## src/rtl/interrupt_acknowledge_control_pkg.sv

```systemverilog
// Shared types, OCW2 command codes and level helpers
// for the 8259A acknowledge / in-service path.
package KF8259_Common_Package;

  typedef enum logic [1:0] {
    ST_IDLE,
    ST_ACK1,
    ST_ACK2,
    ST_ACK3
  } inta_state_t;

  localparam logic [2:0] OCW2_ROT_AEOI_CLR = 3'b000;
  localparam logic [2:0] OCW2_NS_EOI       = 3'b001;
  localparam logic [2:0] OCW2_NOP          = 3'b010;
  localparam logic [2:0] OCW2_SP_EOI       = 3'b011;
  localparam logic [2:0] OCW2_ROT_AEOI_SET = 3'b100;
  localparam logic [2:0] OCW2_ROT_NS_EOI   = 3'b101;
  localparam logic [2:0] OCW2_SET_PRI      = 3'b110;
  localparam logic [2:0] OCW2_ROT_SP_EOI   = 3'b111;

  function automatic logic [7:0] num2bit(
    input logic [2:0] num
  );
    return 8'b0000_0001 << num;
  endfunction

  function automatic logic [2:0] bit2num(
    input logic [7:0] onehot
  );
    logic [2:0] n;
    n = 3'd0;
    for (int i = 7; i >= 0; i--)
      if (onehot[i]) n = i[2:0];
    return n;
  endfunction

  function automatic logic [7:0] rotate_right(
    input logic [7:0] src,
    input logic [2:0] rot
  );
    logic [15:0] dbl;
    dbl = {src, src} >> ({1'b0, rot} + 4'd1);
    return dbl[7:0];
  endfunction

  function automatic logic [7:0] rotate_left(
    input logic [7:0] src,
    input logic [2:0] rot
  );
    logic [15:0] dbl;
    dbl = {src, src} << ({1'b0, rot} + 4'd1);
    return dbl[15:8];
  endfunction

  function automatic logic [7:0] resolve_priority(
    input logic [7:0] req
  );
    return req & (~req + 8'd1);
  endfunction

endpackage

```

## src/rtl/interrupt_acknowledge_control_inta_edge_detect.sv

```systemverilog
// INTA# history register with rising and
// falling edge strobes.
module inta_edge_detect (
  input  logic clock,
  input  logic reset,
  input  logic inta_n_i,
  output logic fall_o,
  output logic rise_o
);

  logic prev_q;

  always_ff @(posedge clock) begin
    if (reset) prev_q <= 1'b1;
    else       prev_q <= inta_n_i;
  end

  assign fall_o = prev_q & ~inta_n_i;
  assign rise_o = ~prev_q & inta_n_i;

endmodule

```

## src/rtl/interrupt_acknowledge_control.sv

```systemverilog
// INT/INTA sequencing, vector bytes and EOI /
// rotate control toward the in-service register.
module interrupt_acknowledge_control
  import KF8259_Common_Package::*;
#(
  parameter logic [7:0] CALL_OPCODE = 8'hCD
) (
  input  logic        clock,
  input  logic        reset,
  input  logic [7:0]  interrupt,
  input  logic        interrupt_acknowledge_n,
  input  logic        u8086_mode,
  input  logic        auto_eoi_config,
  input  logic [10:0] interrupt_vector_address,
  input  logic        write_ocw2,
  input  logic [7:0]  internal_data_bus,
  input  logic [7:0]  highest_level_in_service,
  output logic        interrupt_to_cpu,
  output logic        latch_in_service,
  output logic [7:0]  clear_interrupt_request,
  output logic [7:0]  end_of_interrupt,
  output logic [2:0]  priority_rotate,
  output logic        out_control_logic_data,
  output logic [7:0]  control_logic_data
);

  logic inta_fall, inta_rise;

  inta_edge_detect u_edge (
    .clock    (clock),
    .reset    (reset),
    .inta_n_i (interrupt_acknowledge_n),
    .fall_o   (inta_fall),
    .rise_o   (inta_rise)
  );

  inta_state_t state_q, next_st;
  logic        mode_q;
  logic        rot_aeoi_q;
  logic [7:0]  acked_q;

  logic [2:0] ocw_cmd, ocw_lvl;
  logic [7:0] ocw_eoi_d;
  logic       ocw_rot_en_d;
  logic [2:0] ocw_rot_d;
  logic       flag_set_d, flag_clr_d;
  logic       unused_bus;

  assign ocw_cmd    = internal_data_bus[7:5];
  assign ocw_lvl    = internal_data_bus[2:0];
  assign unused_bus = ^internal_data_bus[4:3];

  always_comb begin
    ocw_eoi_d    = 8'h00;
    ocw_rot_en_d = 1'b0;
    ocw_rot_d    = 3'd0;
    flag_set_d   = 1'b0;
    flag_clr_d   = 1'b0;
    if (write_ocw2) begin
      unique case (ocw_cmd)
        OCW2_NS_EOI:
          ocw_eoi_d = highest_level_in_service;
        OCW2_SP_EOI:
          ocw_eoi_d = num2bit(ocw_lvl);
        OCW2_ROT_NS_EOI: begin
          ocw_eoi_d    = highest_level_in_service;
          ocw_rot_en_d = |highest_level_in_service;
          ocw_rot_d    = bit2num(highest_level_in_service);
        end
        OCW2_ROT_SP_EOI: begin
          ocw_eoi_d    = num2bit(ocw_lvl);
          ocw_rot_en_d = 1'b1;
          ocw_rot_d    = ocw_lvl;
        end
        OCW2_SET_PRI: begin
          ocw_rot_en_d = 1'b1;
          ocw_rot_d    = ocw_lvl;
        end
        OCW2_ROT_AEOI_SET: flag_set_d = 1'b1;
        OCW2_ROT_AEOI_CLR: flag_clr_d = 1'b1;
        default: ;
      endcase
    end
  end

  // A spurious acknowledge is served as IR7
  logic [7:0] cap_level;
  logic       byte_mode;
  logic [2:0] acked_num;
  logic [7:0] byte_d;
  logic       byte_en_d;
  logic       last_rise, aeoi_fire;

  assign cap_level = (interrupt == 8'h00) ? 8'h80
                                          : interrupt;
  assign byte_mode = (state_q == ST_IDLE) ? u8086_mode
                                          : mode_q;
  assign acked_num = bit2num(acked_q);

  always_comb begin
    byte_en_d = 1'b1;
    byte_d    = 8'h00;
    unique case (state_q)
      ST_IDLE, ST_ACK1:
        if (byte_mode) byte_en_d = 1'b0;
        else           byte_d    = CALL_OPCODE;
      ST_ACK2:
        byte_d = byte_mode
          ? {interrupt_vector_address[10:6], acked_num}
          : {interrupt_vector_address[2:0], acked_num,
             2'b00};
      ST_ACK3:
        byte_d = interrupt_vector_address[10:3];
      default: ;
    endcase
  end

  always_comb begin
    next_st = state_q;
    unique case (state_q)
      ST_ACK1: next_st = ST_ACK2;
      ST_ACK2: next_st = mode_q ? ST_IDLE : ST_ACK3;
      ST_ACK3: next_st = ST_IDLE;
      default: next_st = ST_IDLE;
    endcase
  end

  assign last_rise = inta_rise &&
    ((state_q == ST_ACK2 && mode_q) ||
     state_q == ST_ACK3);
  assign aeoi_fire = last_rise && auto_eoi_config;

  always_ff @(posedge clock) begin
    if (reset) begin
      state_q                 <= ST_IDLE;
      mode_q                  <= 1'b0;
      rot_aeoi_q              <= 1'b0;
      acked_q                 <= 8'h00;
      interrupt_to_cpu        <= 1'b0;
      latch_in_service        <= 1'b0;
      clear_interrupt_request <= 8'h00;
      end_of_interrupt        <= 8'h00;
      priority_rotate         <= 3'b111;
      out_control_logic_data  <= 1'b0;
      control_logic_data      <= 8'h00;
    end else begin
      latch_in_service        <= 1'b0;
      clear_interrupt_request <= 8'h00;
      end_of_interrupt <= ocw_eoi_d |
        (aeoi_fire ? acked_q : 8'h00);

      if (flag_set_d)      rot_aeoi_q <= 1'b1;
      else if (flag_clr_d) rot_aeoi_q <= 1'b0;

      if (ocw_rot_en_d)
        priority_rotate <= ocw_rot_d;
      else if (aeoi_fire && rot_aeoi_q)
        priority_rotate <= acked_num;

      unique case (state_q)
        ST_IDLE: begin
          interrupt_to_cpu <= |interrupt;
          if (inta_fall) begin
            state_q                 <= ST_ACK1;
            mode_q                  <= u8086_mode;
            acked_q                 <= cap_level;
            latch_in_service        <= 1'b1;
            clear_interrupt_request <= cap_level;
            interrupt_to_cpu        <= 1'b0;
            out_control_logic_data  <= byte_en_d;
            control_logic_data      <= byte_d;
          end
        end
        default: begin
          interrupt_to_cpu <= 1'b0;
          if (inta_fall) begin
            out_control_logic_data <= byte_en_d;
            control_logic_data     <= byte_d;
          end
          if (inta_rise) begin
            state_q                <= next_st;
            out_control_logic_data <= 1'b0;
            control_logic_data     <= 8'h00;
          end
        end
      endcase
    end
  end

endmodule

```

## config.mk

```make
export PLATFORM = sky130hd
export DESIGN_NAME = interrupt_acknowledge_control
export DESIGN_NICKNAME = d
export VERILOG_FILES = /design/src/rtl/interrupt_acknowledge_control_pkg.sv /design/src/rtl/interrupt_acknowledge_control_inta_edge_detect.sv /design/src/rtl/interrupt_acknowledge_control.sv
export SDC_FILE = /design/constraint.sdc
export NUM_CORES = 1
export LEC_CHECK = 0
export CELL_PAD_IN_SITES_DETAIL_PLACEMENT = 1
export CELL_PAD_IN_SITES_GLOBAL_PLACEMENT = 1
export CORE_UTILIZATION = 30
export DETAILED_ROUTE_END_ITERATION = 16
export PLACE_DENSITY = 0.76
export SYNTH_ARGS = -nofsm -noshare
export SYNTH_HDL_FRONTEND = slang
export SYNTH_SLANG_ARGS = --single-unit
```

## constraint.sdc

```tcl
create_clock -name clock -period 4.3 [get_ports clock]
set_input_delay 1.29 -clock clock [delete_from_list [all_inputs] [get_ports clock]]
set_output_delay 1.29 -clock clock [all_outputs]
set_load 0.02 [all_outputs]
```

==> Implementation_results.wiki, run 1 <==
{| class="wikitable"
! Metric !! Value
|-
| Outcome || completed
|-
| Routing layer with the top usage in global route || met2
|-
| Global-route wire length before repair || ~10 mm
|-
| Number of global-route vias before repair || a little over 2000
|-
| Endpoint of the worst hold-timing path || rot_aeoi_q$_SDFFE_PP0P_
|-
| Max-capacitance violation count || 0
|-
| Final setup viols || 0
|-
| GRT met2 Usage || 0.2927
|-
| Transition at the pin with the smallest max-transition slack || ~0.66 ns
|-
| Setup bufs post-CTS || 0
|-
| Worst VDD drop || around 0.00011 V
|-
| Grt total ovfl || 0
|-
| Dominant delay contributor by cell family on the critical path || simple AND/OR/NAND/NOR gates
|-
| Met1 track demand over resource in global routing || 0.2101
|-
| Switching component of the power || about 0.26 mW
|-
| Total track usage || 0.1703
|-
| Final hold violations || 0
|-
| Crit path launch type || input pin
|-
| Number of buffers on the longest clock path || 2
|-
| Biggest cell delay along the critical path || just under 0.6 ns
|-
| Post-synthesis register bit count || between 40 and 50
|-
| Vias after detailed routing || approximately 2000
|-
| Half-perimeter wire length after placement || 4.320 mm
|-
| Leakage power figure || approximately 1.1 nW
|-
| Nets@finish || about 360
|-
| First-pass DRT Iterations || 6
|-
| Minimum period implied by the final worst setup slack || 2.910 ns
|-
| Share of power burned in combinational logic || 0.220
|-
| Fraction of power consumed by the clock network || 0.291
|-
| Via/cell ratio || roughly 5.2
|-
| Critical Path RT || 4.50 ns
|-
| CP Buf/Inv Count || 1
|-
| Leading cell types by total area after synthesis || dfxtp_1 42%, a21oi_1 4.6%, nand2_1 4.6%, a22oi_1 4.0%, nor2_1 3.8%
|-
| Logic depth of the worst setup path including buffers || 6
|-
| Routed length per instance || between 10 and 15 um
|-
| Met3 Use GR || 0.04228
|-
| Most common library cell in the layout ignoring fill and taps || clkdlybuf4s50_1
|-
| Dominant register cell in the synthesized netlist || dfxtp_1
|-
| Resized cells post-CTS || 0
|-
| Setup repair after global routing missed its margin || no
|-
| Worst path arrival time || 3.11 ns
|-
| Final Wtd Congestion || between 0.7 and 0.8
|-
| Dpl cells || approximately 380
|-
| Mean instance size in the synthesized netlist || roughly 8.3 um^2
|-
| I/O pin count || 71
|-
| Fraction of layout cells with a size suffix above 1 || 0.07029
|-
| Filler-free cell count of the finished design || just under 400
|-
| Die extent in x || ~85 um
|-
| Post-CTS clock slew at the launch and capture registers of the worst setup and hold paths || approximately 0.08 ns
|-
| Number of routed nets with antenna violations || 0
|-
| Starting utilization of the core area || 0.3173
|-
| Period utilization || 0.6767
|-
| Die area || 0.007166 mm^2
|-
| Highest-count cells in the layout ignoring fill and taps || 68 x clkdlybuf4s50_1, 43 x dfxtp_1, 25 x nand2_1
|-
| Core Area || 0.006459 mm^2
|-
| TritonCTS Buffers || 5
|-
| Synth Warn # || 0
|-
| Worst max-slew margin expressed relative to the limit || 0.5567
|-
| Final number of max-transition violations || 0
|-
| Power density normalized to cell area || 310.7 mW/mm^2
|-
| Proportion of netlist area held by the largest area contributor || 0.4200
|-
| Area of the mapped netlist || approximately 0.0020 mm^2
|-
| Setup clock skew after layout || about 0.0099 ns
|-
| Maximum fanout count along the critical path || 5
|-
| Vertical die dimension || between 80 and 90 um
|-
| Launch instance of the worst min-delay path || rot_aeoi_q$_SDFFE_PP0P_
|-
| Portion of the post-synthesis area used by sequential elements || 0.4200
|-
| Register-to-register setup slack || between 1.5 and 2 ns
|-
| Cts-stage hold buffer count || 0
|-
| Synthesized Nets || about 290
|-
| Antenna violations before repair || 0
|-
| Iter 0 DRT Violations || 96
|-
| Hold Crit Depth || 2
|-
| EDFF count, synth || 0
|-
| Unique cell type count in the Yosys netlist || 42
|-
| Max Freq || 343.7 MHz
|-
| Share of total power consumed by net switching || 0.2943
|-
| # clock sinks || between 40 and 50
|-
| Diodes inserted || 0
|-
| Maximum number of pins on one net before global-route repair || 27
|-
| H-tree depth || 2
|-
| Clock Root Buffer || clkbuf_8
|-
| Origin of the critical flop-to-flop path || state_q[0]$_SDFFE_PP0P_
|-
| Number of placement rows || 29
|-
| Worst hold-check path type || flip-flop to flip-flop
|-
| Total wire length || approximately 5.8 mm
|-
| Area grow syn2layout || 40.60%
|-
| Sort of element at the end of the critical path || flip-flop
|-
| Gate Count Post-Synth || roughly 250
|-
| Latest clock arrival within the worst-skew pair || about 0.3 ns
|-
| Number of port buffers || 68
|-
| RR Endpoint || control_logic_data[2]$_SDFF_PP0_
|-
| Critical Path Slowest Stage Cell || or4_4
|-
| Cell-by-cell listing of the critical path || clkdlybuf4s50_1 -> or4_4 -> nor4b_4 -> o21ai_2 -> a211o_1 -> a21o_1
|-
| Final setup TNS || 0 ns
|-
| Asr flop ratio synth || 0
|-
| DRC violation count after routing || 0
|-
| Worst setup path class || input pin to flip-flop
|-
| Cell internal power dissipation || 0.6318 mW
|-
| Clock tree from TritonCTS || built
|-
| Post-synthesis cell type with the largest combined area || dfxtp_1
|-
| Worst-case reg-to-reg path depth || 7
|-
| Proportion of power drawn by flip-flops and latches || 0.489
|}
[power by group through the flow]
stage               Sequential (mW)  Combinational [mW]  Clock, mW
floorplan                     0.461              0.0842          0
global route                  0.442               0.215      0.290
global placement              0.446               0.194          0
finish                        0.438               0.197      0.261
CTS                           0.438               0.198      0.268
detailed placement            0.447               0.197          0
[metal layers]
metal | up-vias | share of wire
li1 | 1008 | -
met2 | 47 | 0.48
met5 | - | 0
met4 | 0 | 0.011
met1 | 956 | 0.46
met3 | 7 | 0.046
[tightest hold or removal path, stage by stage (launching register included)]
cell and delay, ns:
dfxtp_1 0.34, nand2_1 0.06, a21oi_1 0.06
[per-stage QoR]
| stage | power [mW] | hold slack (ns) | setup slack (ns) | cell area (um^2) | util |
|---|---|---|---|---|---|
| 2_1_floorplan | 0.5456 | 0.4571 | 1.639 | 2049 | - |
| 3_3_place_gp | 0.6402 | 0.4672 | 1.087 | 2793 | 0.4324 |
| 3_5_place_dp | 0.6441 | 0.4790 | 1.075 | 2793 | 0.4324 |
| 4_1_cts | 0.9047 | 0.4977 | 1.397 | 2882 | 0.4461 |
| 5_1_grt | 0.9468 | 0.5476 | 1.349 | 2882 | 0.4461 |
| 6_report | 0.8952 | 0.4956 | 1.390 | 2882 | 0.4461 |
[registers in the layout (all words and copies together) (netlist names)]
name	flops
state_q	2
rot_aeoi_q	1
latch_in_service	1
clear_interrupt_request	8
control_logic_data	8
interrupt_to_cpu	1
out_control_logic_data	1
priority_rotate	3
acked_q	8
mode_q	1
end_of_interrupt	8
u_edge.prev_q	1
[cells by family after synthesis]
group	synth area share
AOI/OAI and AO/OA	0.2210
adders and majority gates	0.02442
buffers and inverters	0.04945
DFF	0.4200
muxes	0.03846
and+or+nand+nor	0.2466
[how the worst max path moves through the flow]
stage                                      from                               to
global placement    highest_level_in_service[5]  priority_rotate[2]$_SDFFE_PP1P_
global route        highest_level_in_service[5]  priority_rotate[2]$_SDFFE_PP1P_
detailed placement  highest_level_in_service[5]  priority_rotate[2]$_SDFFE_PP1P_
floorplan           highest_level_in_service[5]  priority_rotate[2]$_SDFFE_PP1P_
finish              highest_level_in_service[5]  priority_rotate[2]$_SDFFE_PP1P_
CTS                 highest_level_in_service[5]  priority_rotate[2]$_SDFFE_PP1P_
[cell usage after synthesis (all sizes together) (5+ instances only)]
library cell / number
dfxtp: 43
nand2: 26
o22ai: 7
clkbuf: 11
nor2: 21
a21oi: 19
inv: 12
nor2b: 5
o21ai: 16
nand3: 15
a22oi: 11
and2: 8
a31oi: 6
[area by class of cell]
class / count / area, um^2
Multi-Input combinational cell: 179 / 1087
Fill cell: 788 / 3577
Clock inverter: 3 / 20.02
Clock buffer: 5 / 68.82
Timing Repair Buffer: 71 / 703.2
Sequential cell: 43 / 860.8
Inverter: 12 / 45.04
Tap cell: 77 / 96.34
(Power assumes the default switching activity.)
==> run 2: changes to the inputs <==
==> constraint.sdc (replaced) <==
create_clock -name clock -period 2.9 [get_ports clock]
set_input_delay 0.87 -clock clock [delete_from_list [all_inputs] [get_ports clock]]
set_output_delay 0.87 -clock clock [all_outputs]
set_load 0.02 [all_outputs]
==> run 2 against run 1 <==
Compared with the run above: total power up 53%; first-iteration DRC count shrank 39%; worst hold slack gained 0.0017 ns; global-route usage down 0.24 points; sequential share of layout area shrank 0.42 points; non-clock buffer count grew 4; sequential power increased by 48%; worst setup slack got worse by 0.97 ns; combinational power rose by 52%; sequential cell count stayed put; clock power increased by 63%.
==> Implementation_results.wiki, run 2 (synthesis results as in run 1) <==
{| class="wikitable"
! Metric !! Value
|-
| Final hold violations || 0
|-
| Number of placement rows || 29
|-
| H-tree depth || 2
|-
| Routing layer with the top usage in global route || met2
|-
| Max-capacitance violation count || 0
|-
| Crit path setup slack, layout || ~0.42 ns
|-
| Worst max-slew margin expressed relative to the limit || 0.5251
|-
| Critical Path RT || 3.09 ns
|-
| Highest-count cells in the layout ignoring fill and taps || 68 x clkdlybuf4s50_1, 43 x dfxtp_1, 25 x nand2_1
|-
| Launch instance of the worst min-delay path || rot_aeoi_q$_SDFFE_PP0P_
|-
| Origin of the critical flop-to-flop path || state_q[0]$_SDFFE_PP0P_
|-
| Final number of max-transition violations || 0
|-
| Nets@finish || ~360
|-
| Met3 Use GR || 0.03933
|-
| Worst VDD drop || around 0.00022 V
|-
| Minimum period implied by the final worst setup slack || roughly 2.5 ns
|-
| Half-perimeter wire length after placement || roughly 4.5 mm
|-
| DRC violation count after routing || 0
|-
| Cts-stage hold buffer count || 0
|-
| Via/cell ratio || 5.175
|-
| Iter 0 DRT Violations || between 50 and 60
|-
| Die area || 0.007166 mm^2
|-
| I/O pin count || 71
|-
| Final Wtd Congestion || around 0.8
|-
| Die extent in x || approximately 85 um
|-
| Final setup TNS || 0 ns
|-
| Routed length per instance || approximately 15 um
|-
| Most common library cell in the layout ignoring fill and taps || clkdlybuf4s50_1
|-
| Core Area || around 0.0065 mm^2
|-
| Vias after detailed routing || 2039
|-
| Number of global-route vias before repair || 2036
|-
| Resized cells post-CTS || 0
|-
| Area grow syn2layout || 42.61%
|-
| Hold Crit Depth || 2
|-
| Final setup viols || 0
|-
| TritonCTS Buffers || 5
|-
| Setup repair after global routing missed its margin || no
|-
| Power density normalized to cell area || 469.6 mW/mm^2
|-
| Max Freq || 402.7 MHz
|-
| Fraction of layout cells with a size suffix above 1 || 0.07886
|-
| Starting utilization of the core area || 0.3173
|-
| Maximum fanout count along the critical path || 5
|-
| Sort of element at the end of the critical path || flip-flop
|-
| Setup bufs post-CTS || 0
|-
| Maximum number of pins on one net before global-route repair || 20
|-
| Worst-case reg-to-reg path depth || 8
|-
| Worst hold-check path type || flip-flop to flip-flop
|-
| # clock sinks || 43
|-
| First-pass DRT Iterations || 14
|-
| Filler Cells Inserted || 777
|-
| Leakage power figure || roughly 1.1 nW
|-
| Post-CTS clock slew at the launch and capture registers of the worst setup and hold paths || roughly 0.080 ns
|-
| Worst setup path class || input pin to flip-flop
|-
| Met1 track demand over resource in global routing || 0.2087
|-
| RR Endpoint || priority_rotate[2]$_SDFFE_PP1P_
|-
| Setup slack after placement || between 0.1 and 0.15 ns
|-
| Total wire length || approximately 6 mm
|-
| Period utilization || 0.8563
|-
| Register-to-register setup slack || 0.71 ns
|-
| Global-route wire length before repair || 9.735 mm
|-
| Transition at the pin with the smallest max-transition slack || about 0.70 ns
|-
| Number of buffers on the longest clock path || 2
|-
| Setup clock skew after layout || between 0.002 and 0.003 ns
|-
| Worst path arrival time || between 2 and 3 ns
|-
| GRT met2 Usage || 0.2971
|-
| Grt total ovfl || 0
|-
| Antenna violations before repair || 0
|-
| Number of port buffers || around 70
|-
| Number of routed nets with antenna violations || 0
|-
| Clock Root Buffer || clkbuf_8
|-
| Clock tree from TritonCTS || built
|-
| Vertical die dimension || roughly 85 um
|-
| Total track usage || 0.1679
|-
| Latest clock arrival within the worst-skew pair || about 0.29 ns
|-
| Diodes inserted || 0
|-
| Endpoint of the worst hold-timing path || rot_aeoi_q$_SDFFE_PP0P_
|-
| Crit path launch type || input pin
|-
| Outcome || completed
|}
run 2: cell count changes in the layout (fill, tap and decap cells not counted):
cell        change
clkbuf_1        +1
buf_4           +4
clkbuf_8        +2
clkinvlp_4      -2
clkinv_2        -1
run 2: how the worst max path moves through the flow:
stage,from,to,slack (ns),depth (start not counted)
after floorplan,highest_level_in_service[5],priority_rotate[2]$_SDFFE_PP1P_,0.66,5
after global placement,highest_level_in_service[5],priority_rotate[2]$_SDFFE_PP1P_,0.12,6
after detailed placement,highest_level_in_service[5],priority_rotate[2]$_SDFFE_PP1P_,0.10,6
after CTS,highest_level_in_service[5],priority_rotate[2]$_SDFFE_PP1P_,0.41,6
after global routing,highest_level_in_service[5],priority_rotate[2]$_SDFFE_PP1P_,0.36,6
final,highest_level_in_service[5],priority_rotate[2]$_SDFFE_PP1P_,0.42,6
run 2: cell type report:
type | count | area, um^2 | area share
timing repair buffer | 75 | 733.2 | 0.2509
clock buffer | 8 | 100.1 | 0.03425
sequential | 43 | 860.8 | 0.2945
inverter | 12 | 45.04 | 0.01541
multi-input combinational | 179 | 1087 | 0.3720
tap | 77 | 96.34 | 0.03296
run 2: power breakdown:
group	switching, mW	internal (mW)	leakage [nW]	total, mW
Clock	0.207	0.218	0.0515	0.425
Sequential	0.0247	0.624	0.352	0.649
Combinational	0.150	0.150	0.685	0.299
Total	0.381	0.991	1.09	1.37
run 2: per-stage QoR:
stage                     utilization  cell area (um^2)  instances  power [mW]  hold WS [ns]
after global placement         0.4370              2823        386      0.9546        0.4674
after CTS                      0.4525              2923        394       1.387        0.5013
final                          0.4525              2923        394       1.373        0.4973
after floorplan                     -              2049        248      0.8090        0.4571
after global routing           0.4525              2923        394       1.438        0.5295
after detailed placement       0.4370              2823        386      0.9621        0.4901
run 2: routing by layer:
metal	routed length, um	vias up
met5	0	-
met4	41	0
met3	259	6
met2	2953	46
met1	2700	969
li1	-	1018
run 2: critical path, stage by stage:
cell	delay [ns]
clkdlybuf4s50_1	0.46
or4_4	0.59
nor4b_4	0.24
o21ai_2	0.12
a211o_1	0.23
a21o_1	0.17
==> run 3: changes to the inputs <==
--- a/config.mk
+++ b/config.mk
@@ -13,3 +13,4 @@
 export SYNTH_ARGS = -nofsm -noshare
 export SYNTH_HDL_FRONTEND = slang
 export SYNTH_SLANG_ARGS = --single-unit
+export TNS_END_PERCENT = 30
==> results of run 3 <==
The final DEF is identical to that of run 2; final timing and power are the same.
